File: src/rtl/aludec_pkg.sv
// Shared encodings for the ALU decoder and its iterative multiply/divide unit.
// No logic; constants and types only.
// Imported by aludec_seq and muldiv_iter.
package aludec_pkg;

    // Main-decoder ALU operation classes
    localparam logic [1:0] ALUOP_ADD   = 2'b00;
    localparam logic [1:0] ALUOP_SUB   = 2'b01;
    localparam logic [1:0] ALUOP_RTYPE = 2'b10;
    localparam logic [1:0] ALUOP_OR    = 2'b11;

    // R-type function fields
    localparam logic [5:0] F_ADD   = 6'b100000;
    localparam logic [5:0] F_SUB   = 6'b100010;
    localparam logic [5:0] F_AND   = 6'b100100;
    localparam logic [5:0] F_OR    = 6'b100101;
    localparam logic [5:0] F_SLT   = 6'b101010;
    localparam logic [5:0] F_MULTU = 6'b011001;
    localparam logic [5:0] F_DIVU  = 6'b011011;
    localparam logic [5:0] F_MFHI  = 6'b010000;
    localparam logic [5:0] F_MFLO  = 6'b010010;

    // ALU control codes
    localparam logic [2:0] ALU_AND = 3'b000;
    localparam logic [2:0] ALU_OR  = 3'b001;
    localparam logic [2:0] ALU_ADD = 3'b010;
    localparam logic [2:0] ALU_SUB = 3'b110;
    localparam logic [2:0] ALU_SLT = 3'b111;

    typedef enum logic [1:0] {
        ST_IDLE = 2'd0,
        ST_RUN  = 2'd1,
        ST_DONE = 2'd2
    } state_t;

    typedef enum logic {
        OP_MULTU = 1'b0,
        OP_DIVU  = 1'b1
    } mdop_t;

endpackage

File: src/rtl/muldiv_iter.sv
// Iterative unsigned MULTU (shift-add) / DIVU (restoring) datapath, one step per cycle.
// Latency: WIDTH steps after i_start; o_last flags the final step.
// No backpressure: the controller decides when to step or abort.
module muldiv_iter
    import aludec_pkg::*;
#(
    parameter int WIDTH = 32,
    parameter int CNT_W = $clog2(WIDTH) + 1
) (
    input  logic             clk,
    input  logic             reset_n,
    input  logic             i_start,
    input  mdop_t            i_op,
    input  logic             i_step,
    input  logic             i_abort,
    input  logic [WIDTH-1:0] i_srca,
    input  logic [WIDTH-1:0] i_srcb,
    output logic             o_last,
    output logic [WIDTH-1:0] o_hi,
    output logic [WIDTH-1:0] o_lo
);

    localparam logic [CNT_W-1:0] LAST_CNT = CNT_W'(WIDTH - 1);

    // r_hi/r_lo form the accumulator pair: product for MULTU,
    // remainder/quotient (dividend shifting out of r_lo) for DIVU.
    mdop_t            r_op;
    logic [WIDTH-1:0] r_opnd;
    logic [WIDTH-1:0] r_hi;
    logic [WIDTH-1:0] r_lo;
    logic [CNT_W-1:0] r_cnt;

    logic [WIDTH:0]   w_mul_sum;
    logic [WIDTH:0]   w_rem_sh;
    logic [WIDTH-1:0] w_diff;
    logic             w_ge;
    logic [WIDTH-1:0] w_nxt_hi;
    logic [WIDTH-1:0] w_nxt_lo;

    // One step of either algorithm, selected by the latched op
    always_comb begin
        w_mul_sum = {1'b0, r_hi} + (r_lo[0] ? {1'b0, r_opnd} : '0);
        w_rem_sh  = {r_hi, r_lo[WIDTH-1]};
        w_ge      = (w_rem_sh >= {1'b0, r_opnd});
        // When w_ge holds the true difference is below the divisor, so WIDTH bits suffice
        w_diff    = w_rem_sh[WIDTH-1:0] - r_opnd;
        if (r_op == OP_MULTU) begin
            w_nxt_hi = w_mul_sum[WIDTH:1];
            w_nxt_lo = {w_mul_sum[0], r_lo[WIDTH-1:1]};
        end else begin
            w_nxt_hi = w_ge ? w_diff : w_rem_sh[WIDTH-1:0];
            w_nxt_lo = {r_lo[WIDTH-2:0], w_ge};
        end
    end

    // Operand/accumulator load, step and counter
    always_ff @(posedge clk or negedge reset_n) begin
        if (!reset_n) begin
            r_op   <= OP_MULTU;
            r_opnd <= '0;
            r_hi   <= '0;
            r_lo   <= '0;
            r_cnt  <= '0;
        end else if (i_abort) begin
            r_cnt  <= '0;
        end else if (i_start) begin
            r_op   <= i_op;
            r_opnd <= (i_op == OP_MULTU) ? i_srca : i_srcb;
            r_lo   <= (i_op == OP_MULTU) ? i_srcb : i_srca;
            r_hi   <= '0;
            r_cnt  <= '0;
        end else if (i_step) begin
            r_hi   <= w_nxt_hi;
            r_lo   <= w_nxt_lo;
            r_cnt  <= (r_cnt == LAST_CNT) ? '0 : r_cnt + CNT_W'(1);
        end
    end

    assign o_last = (r_cnt == LAST_CNT);
    assign o_hi   = r_hi;
    assign o_lo   = r_lo;

endmodule

File: src/rtl/aludec_seq.sv
// ALU decoder with sequencing of an iterative MULTU/DIVU unit and HI/LO registers.
// Latency: alucontrol/illegal/stall/hilo_rd combinational; MULTU/DIVU done WIDTH+1 cycles after start.
// Backpressure: stall holds MULTU/DIVU/MFHI/MFLO while the unit is busy; flush aborts.
module aludec_seq
    import aludec_pkg::*;
#(
    parameter int WIDTH = 32,
    parameter int CNT_W = $clog2(WIDTH) + 1
) (
    input  logic             clk,
    input  logic             reset_n,
    input  logic             valid,
    input  logic             flush,
    input  logic [1:0]       aluop,
    input  logic [5:0]       funct,
    input  logic [WIDTH-1:0] srca,
    input  logic [WIDTH-1:0] srcb,
    output logic [2:0]       alucontrol,
    output logic             illegal,
    output logic             stall,
    output logic             busy,
    output logic             done,
    output logic [WIDTH-1:0] hilo_rd
);

    state_t           r_state;
    logic [WIDTH-1:0] r_hi;
    logic [WIDTH-1:0] r_lo;

    logic       w_rtype;
    logic       w_is_md;
    logic       w_is_mf;
    logic [2:0] w_rt_ctrl;
    logic       w_rt_known;
    logic       w_start;
    logic       w_step;
    logic       w_abort;
    logic       w_last;
    mdop_t      w_op;
    logic [WIDTH-1:0] w_res_hi;
    logic [WIDTH-1:0] w_res_lo;

    assign w_rtype = (aluop == ALUOP_RTYPE);
    assign w_is_md = (funct == F_MULTU) || (funct == F_DIVU);
    assign w_is_mf = (funct == F_MFHI) || (funct == F_MFLO);
    assign w_op    = (funct == F_DIVU) ? OP_DIVU : OP_MULTU;

    // R-type funct decode; unknown codes fall back to AND and are flagged
    always_comb begin
        w_rt_ctrl  = ALU_AND;
        w_rt_known = 1'b1;
        case (funct)
            F_ADD:   w_rt_ctrl = ALU_ADD;
            F_SUB:   w_rt_ctrl = ALU_SUB;
            F_AND:   w_rt_ctrl = ALU_AND;
            F_OR:    w_rt_ctrl = ALU_OR;
            F_SLT:   w_rt_ctrl = ALU_SLT;
            F_MULTU, F_DIVU, F_MFHI, F_MFLO: w_rt_ctrl = ALU_ADD;
            default: w_rt_known = 1'b0;
        endcase
    end

    // Main ALU control selection by operation class
    always_comb begin
        alucontrol = w_rt_ctrl;
        case (aluop)
            ALUOP_ADD: alucontrol = ALU_ADD;
            ALUOP_SUB: alucontrol = ALU_SUB;
            ALUOP_OR:  alucontrol = ALU_OR;
            default:   alucontrol = w_rt_ctrl;
        endcase
    end

    assign illegal = valid & w_rtype & ~w_rt_known;
    assign w_start = valid & w_rtype & w_is_md & (r_state == ST_IDLE) & ~flush;
    assign w_step  = (r_state == ST_RUN) & ~flush;
    assign w_abort = flush & (r_state != ST_IDLE);
    assign busy    = (r_state != ST_IDLE);
    // A flush landing in the DONE cycle suppresses both the pulse and the HI/LO write
    assign done    = (r_state == ST_DONE) & ~flush;
    assign stall   = valid & w_rtype & (w_is_md | w_is_mf) & (r_state != ST_IDLE);

    // HI/LO read port for MFHI/MFLO
    always_comb begin
        hilo_rd = '0;
        if (valid && w_rtype && funct == F_MFHI)
            hilo_rd = r_hi;
        else if (valid && w_rtype && funct == F_MFLO)
            hilo_rd = r_lo;
    end

    muldiv_iter #(
        .WIDTH (WIDTH),
        .CNT_W (CNT_W)
    ) u_iter (
        .clk     (clk),
        .reset_n (reset_n),
        .i_start (w_start),
        .i_op    (w_op),
        .i_step  (w_step),
        .i_abort (w_abort),
        .i_srca  (srca),
        .i_srcb  (srcb),
        .o_last  (w_last),
        .o_hi    (w_res_hi),
        .o_lo    (w_res_lo)
    );

    // Sequencer: IDLE -> RUN (WIDTH steps) -> DONE (1 cycle) -> IDLE; flush aborts
    always_ff @(posedge clk or negedge reset_n) begin
        if (!reset_n) begin
            r_state <= ST_IDLE;
        end else begin
            case (r_state)
                ST_IDLE: if (w_start) r_state <= ST_RUN;
                ST_RUN: begin
                    if (flush)       r_state <= ST_IDLE;
                    else if (w_last) r_state <= ST_DONE;
                end
                default: r_state <= ST_IDLE;
            endcase
        end
    end

    // Architectural HI/LO, committed at the end of an unflushed DONE cycle
    always_ff @(posedge clk or negedge reset_n) begin
        if (!reset_n) begin
            r_hi <= '0;
            r_lo <= '0;
        end else if (done) begin
            r_hi <= w_res_hi;
            r_lo <= w_res_lo;
        end
    end

endmodule
File: config.mk
export PLATFORM = sky130hd
export DESIGN_NAME = aludec_seq
export DESIGN_NICKNAME = d
export VERILOG_FILES = /design/src/rtl/aludec_pkg.sv /design/src/rtl/muldiv_iter.sv /design/src/rtl/aludec_seq.sv
export SDC_FILE = /design/constraint.sdc
export NUM_CORES = 1
export LEC_CHECK = 0
export ABC_CLOCK_PERIOD_IN_PS = 4300
export CAP_MARGIN = 10
export CORE_MARGIN = 2
export CORE_UTILIZATION = 35
export DETAILED_ROUTE_END_ITERATION = 10
export PLACE_DENSITY = 0.55
export SLEW_MARGIN = 20
export SYNTH_ARGS = -nofsm -noshare
export SYNTH_HDL_FRONTEND = slang
export SYNTH_SLANG_ARGS = --single-unit
File: constraint.sdc
create_clock -name clk -period 4.3 [get_ports clk]
set_clock_uncertainty 0.1 [all_clocks]
set_input_delay 0.86 -clock clk [delete_from_list [all_inputs] [get_ports clk]]
set_output_delay 0.86 -clock clk [all_outputs]
set_load 0.01 [all_outputs]
# Word-level counts from Yosys, hierarchy flattened
# Index checks and enable logic that the tools add are counted.
# word_totals
regBits,169
latchBits,0
mem_bits_rw,0
romBits,0
inputBits,76
output_inout_bits,39
word_cells,82
n_memories,0
# classes
add_sub_neg,3
multipliers,0
div_mod_pow,0
n_lt_le_gt_ge,1
n_eq_ne,17
shifts,0
muxes,24
bitwise_logic,14
n_reduce_logical,15
# op_table
operator,n
two-way mux 32 bit,12
adder 32 x 33 -> 33 bit,1
>= comparator 33 x 32 -> 1 bit,1
subtractor 32 bit,1
equality test 6 x 5 -> 1 bit (second input constant),5
equality test 6 bit (second input constant),5
two-way mux 6 bit,4
case mux 3 bit (4 select lines),1
bitwise AND 1 bit,10
case mux 3 bit (3 select lines),1
OR reduction 9 bit,1
adder 6 x 1 -> 6 bit (second input constant),1
equality test 2 bit (second input constant),3
two-way mux 2 bit,3
AND reduction 2 bit,3
OR reduction 5 bit,1
equality test 2 x 1 -> 1 bit (second input constant),2
logical NOT 2 bit,2
case mux 2 bit (2 select lines),1
nonzero test 2 bit,2
logical AND 1 bit,3
!= test 3 x 2 -> 1 bit (second input constant),1
NOT 1 bit,3
nonzero test 3 bit,1
other kinds (4),6

# Longest topological paths before layout
# depth
word_depth,7
ltp_mapped,14
ltp_nobuf,13

# Modules after synthesis
# From an unflattened synthesis, not the netlist that was laid out.
# hier_totals
hier_cells,1476
hier_area_um2,13023.7
# by_module_without_submodules
mod,n_inst,cells_per_inst,area_each_um2,seq_area_each_um2
muldiv_iter,1,1187,9638.0,2577.5
aludec_seq,1,289,3385.7,1651.6

# Worst setup path before layout
# No wires, ideal clock.
# synth_path
kind,reg-to-reg
startpoint,"register u_iter.r_lo[0], in the netlist u_iter.o_lo[0]"
endpoint,"register u_iter.r_hi[27], in the netlist u_iter.o_hi[27]"
setup_time_ns,0.082
arrival_ns,3.009
required_time_ns,4.118
slack_ns,1.109
path_stages_with_launch,15
path_buffers,1
period_less_slack_ns,3.191
cell_sequence,dfrtp_1 -> clkbuf_1 -> and2_1 -> ha_1 -> inv_1 -> fa_1 -> nand2b_1 -> a21oi_1 -> o211ai_1 -> a211oi_1 -> or2_1 -> a21oi_1 -> and3_1 -> o41a_1 -> a31oi_1
# synth_via
elab_chain_cells,5
# synth_lines
element,line_no,text
from (decl),muldiv_iter.sv:30,logic [WIDTH-1:0] r_lo;
from (signal assigned),muldiv_iter.sv:69,r_lo <= (i_op == OP_MULTU) ? i_srcb : i_srca;
from (signal assigned),muldiv_iter.sv:74,r_lo <= w_nxt_lo;
two-way mux 32 bit,muldiv_iter.sv:42,"w_mul_sum = {1'b0, r_hi} + (r_lo[0] ? {1'b0, r_opnd} : '0);"
adder 32 x 33 -> 33 bit,muldiv_iter.sv:42,
two-way mux 32 bit,muldiv_iter.sv:47,if (r_op == OP_MULTU) begin
two-way mux 32 bit,muldiv_iter.sv:72,end else if (i_step) begin
two-way mux 32 bit,muldiv_iter.sv:66,end else if (i_start) begin
to (signal assigned),muldiv_iter.sv:73,r_hi <= w_nxt_hi;
to (decl),muldiv_iter.sv:29,logic [WIDTH-1:0] r_hi;
# No other way between the ends. The select of a mux whose other input is x is not followed.
# A chain may end at the register's enable or synchronous reset.

# Worst setup path in the final report
# layout_path
startpoint,input port aluop[0]
endpoint,output port hilo_rd[13]
# layout_via
elab_chain_cells,5
# layout_lines
element,line_no,text
from (decl),aludec_seq.sv:14,"input logic [1:0] aluop,"
equality test 2 bit (*),aludec_seq.sv:43,assign w_rtype = (aluop == ALUOP_RTYPE);
logical AND 1 bit (*),"aludec_seq.sv:86, aludec_seq.sv:88",
logical AND 1 bit,aludec_seq.sv:88,else if (valid && w_rtype && funct == F_MFLO)
two-way mux 32 bit,aludec_seq.sv:88,
two-way mux 32 bit (*),aludec_seq.sv:86,if (valid && w_rtype && funct == F_MFHI)
to (decl),aludec_seq.sv:23,output logic [WIDTH-1:0] hilo_rd
# Mark *: on every way between the ends. The rest lies on a longest branch, timed or not.

==> metrics.yaml <==
status: "finished clean"
setup_viol: 0
final_hold_viol_count: 0
fin_crit_sh_pct: 87.01
r2r_cells: 12
track_usage_pct: 20.81
final_net_count: 1622
tritoncts: "done"
critical_path.endpoint_type: "output port"
dp_hpwl_microns: 27860
place_inst: 1915
initial_core_util_pct: 35.41
period_minus_slack_ns: 3.741
p_leak_nw: 6.692
worstMarginPinSlew_ns: 0.9281
n_antenna_cell: 0
cp_common_cell: "clkdlybuf4s50_1"
rsz0062_at_grt: "no"
wire_per_inst_microns: 19.10
r2r_setup_slack_ns: 0.57
synth_ff_type: "dfrtp_1"
clk_pin_slew_ns: 0.06
fill_cells: 3440
die_area_sq_mm: 0.03637
async_flop_share_pct: 100.0
grt_max_degree: 92
seq_area_frac_synth_pct: 34.66
crit_path_start_kind: "primary input"
fin_util_pct: 41.92
clk_path_buf_depth: 2
cts-resized-gates: 0
vias: 10910
worstPathArrival_ns: 2.78
slowest_delay_ns: 0.55
clock_latency_ns: 0.44
post_layout_nonfiller_instances: 1947
slew_headroom_pct: 37.83
criticalPathCategory: "primary input to output port"
synthMostInstantiatedCell: "dfrtp_1"
postSynthCellCount: 1404
die_x_microns: 190.7
drt-total-wl_microns: 37190
clock_sinks: 169
drt_iter0_markers: 912
ios: 115
synth_area_per_cell_sq_um: 8.690
fp.dieH_microns: 190.7
critical_path.max_fanout: 21
drive_gt1_share_pct: 9.651
clock-root-buffer: "clkbuf_16"
fin_ws_ns: 0.5587
slowest_stage: "clkdlybuf4s50_1"
ant_nets: 0
drc: 0
finalWeightedCongestion: 0.8691
portBuffers: 114
cts_hold_buf: 0
synth_area_leader_cell: "dfrtp_1"
slew_viol_final: 0
synth_area_leaders: "dfrtp_1 35%, mux2i_1 7.1%, ha_1 6.7%, mux2_2 6.3%, nand2_1 4.7%"
viasPerCell: 5.601
fmax_ghz: 0.2673
grt-ovfl-total: 0
grt_pass1_vias: 10430
crit_chain: "clkdlybuf4s50_1 > nand3b_1 > nor3_1 > nand2_1 > buf_4 > nor2_1 > clkdlybuf4s50_1"
critical_path_depth: 7
cts_max_level: 4
grt_pass1_wl_microns: 59470
yosys.cell_types.count: 67
area_growth_pct: 18.39
required_ns: 3.34
synth_warnings: 0
firstDrtPassIters: 5
fin_tns_setup_ns: 0
synth_enable_flop_cells: 0
vdd_drop_max_mv: 0.2819
synth_top_area_share_pct: 34.66
post-place-ws_ns: 0.5661
design.core.area_sq_mm: 0.03446
hold_class: "primary input to asynchronous set/reset pin"
antenna_found_initial: 1
numCtsBuffers: 17
path_buf_inv: 3
row_count: 68
p_per_area_mw_per_mm2: 353.9
ys_ff_latch: 169
post-cts-setup-buffers: 0
ys_top_cells_by_count: "169 x dfrtp_1, 154 x nand2_1, 137 x nor2_1"
mappedNetlistNets: 1547
maxCapViolCount: 0
cp_top_family: "buffers and inverters"
netlist_area_sq_mm: 0.01220
placed cells by master (no fill, tap or decap), types with 49 or more instances in the layout:
cell             instances
mux2_2                  68
ha_1                    65
mux2i_1                 86
o21ai_0                 49
dfrtp_1                168
inv_1                   51
clkdlybuf4s50_1        112
a31oi_1                 55
nor2_1                 136
nand2_1                154
a21oi_1                 80
cell families after synthesis:
group	count (synthesis)	synth area share, %
XOR/XNOR	59	4.235
multiplexers	154	13.33
AND/OR/NAND/NOR	447	16.62
AO/OA/AOI/OAI	372	19.86
adder cells (fa/ha/maj)	67	6.994
flip-flops	169	34.66
buffers and inverters	136	4.287
per-layer routing:
layer / routed length, microns / track usage (%) / up-vias / part of all wire, %
met5: 0 / 0 / - / 0
li1: - / - / 5250 / -
met1: 19420 / 32.60 / 5329 / 52
met2: 15520 / 30.03 / 302 / 42
met4: 427 / 4.651 / 0 / 1.1
met3: 1822 / 2.650 / 25 / 4.9
state kept, by name (all words and copies together), names as in the netlist:
signal / count
u_iter.o_lo: 32
u_iter.o_hi: 32
u_iter.r_opnd: 32
u_iter.r_op: 1
r_lo: 32
u_iter.r_cnt: 6
r_state: 2
r_hi: 32
through the flow:
stage | total power [mW] | hold WS [ns] | cell area, sq um
2_1_floorplan | 3.025 | 0.3800 | 12200
3_3_place_gp | 3.549 | 0.3892 | 13850
3_5_place_dp | 3.542 | 0.3972 | 13850
4_1_cts | 5.131 | 0.4114 | 14440
5_1_grt | 5.397 | 0.4235 | 14440
6_report | 5.112 | 0.3947 | 14440
final timing paths:
| kind | start | end |
|---|---|---|
| min | reset_n | u_iter.o_hi[29]$_DFFE_PN0P_ |
| max in group asynchronous | reset_n | u_iter.o_lo[5]$_DFFE_PN0P_ |
| max | aluop[0] | hilo_rd[13] |
| max reg2reg | u_iter.r_opnd[7]$_DFFE_PN0P_ | u_iter.o_hi[3]$_DFFE_PN0P_ |
| min in group clk | r_lo[31]$_DFFE_PN0P_ | r_lo[31]$_DFFE_PN0P_ |
| min reg2reg | r_lo[31]$_DFFE_PN0P_ | r_lo[31]$_DFFE_PN0P_ |
power breakdown:
part           leakage [nW]  internal (mW)  switching [mW]  total [mW]
combinational          4.08          0.764           0.991        1.75
clock                 0.292          0.895           0.676        1.57
sequential             2.32           1.67           0.120        1.79
total                  6.69           3.32            1.79        5.11
area by class of cell:
cell class / instances / area [sq um] / share of cell area [%]
Multi-Input combinational cell: 1099 / 7481 / 51.79
Clock buffer: 20 / 456.7 / 3.162
Clock inverter: 12 / 141.4 / 0.9789
Tap cell: 455 / 569.3 / 3.941
Sequential cell: 169 / 4230 / 29.29
Timing Repair Buffer: 140 / 1370 / 9.485
Inverter: 52 / 195.2 / 1.351
Note: power is estimated with default switching activity, not from simulation.
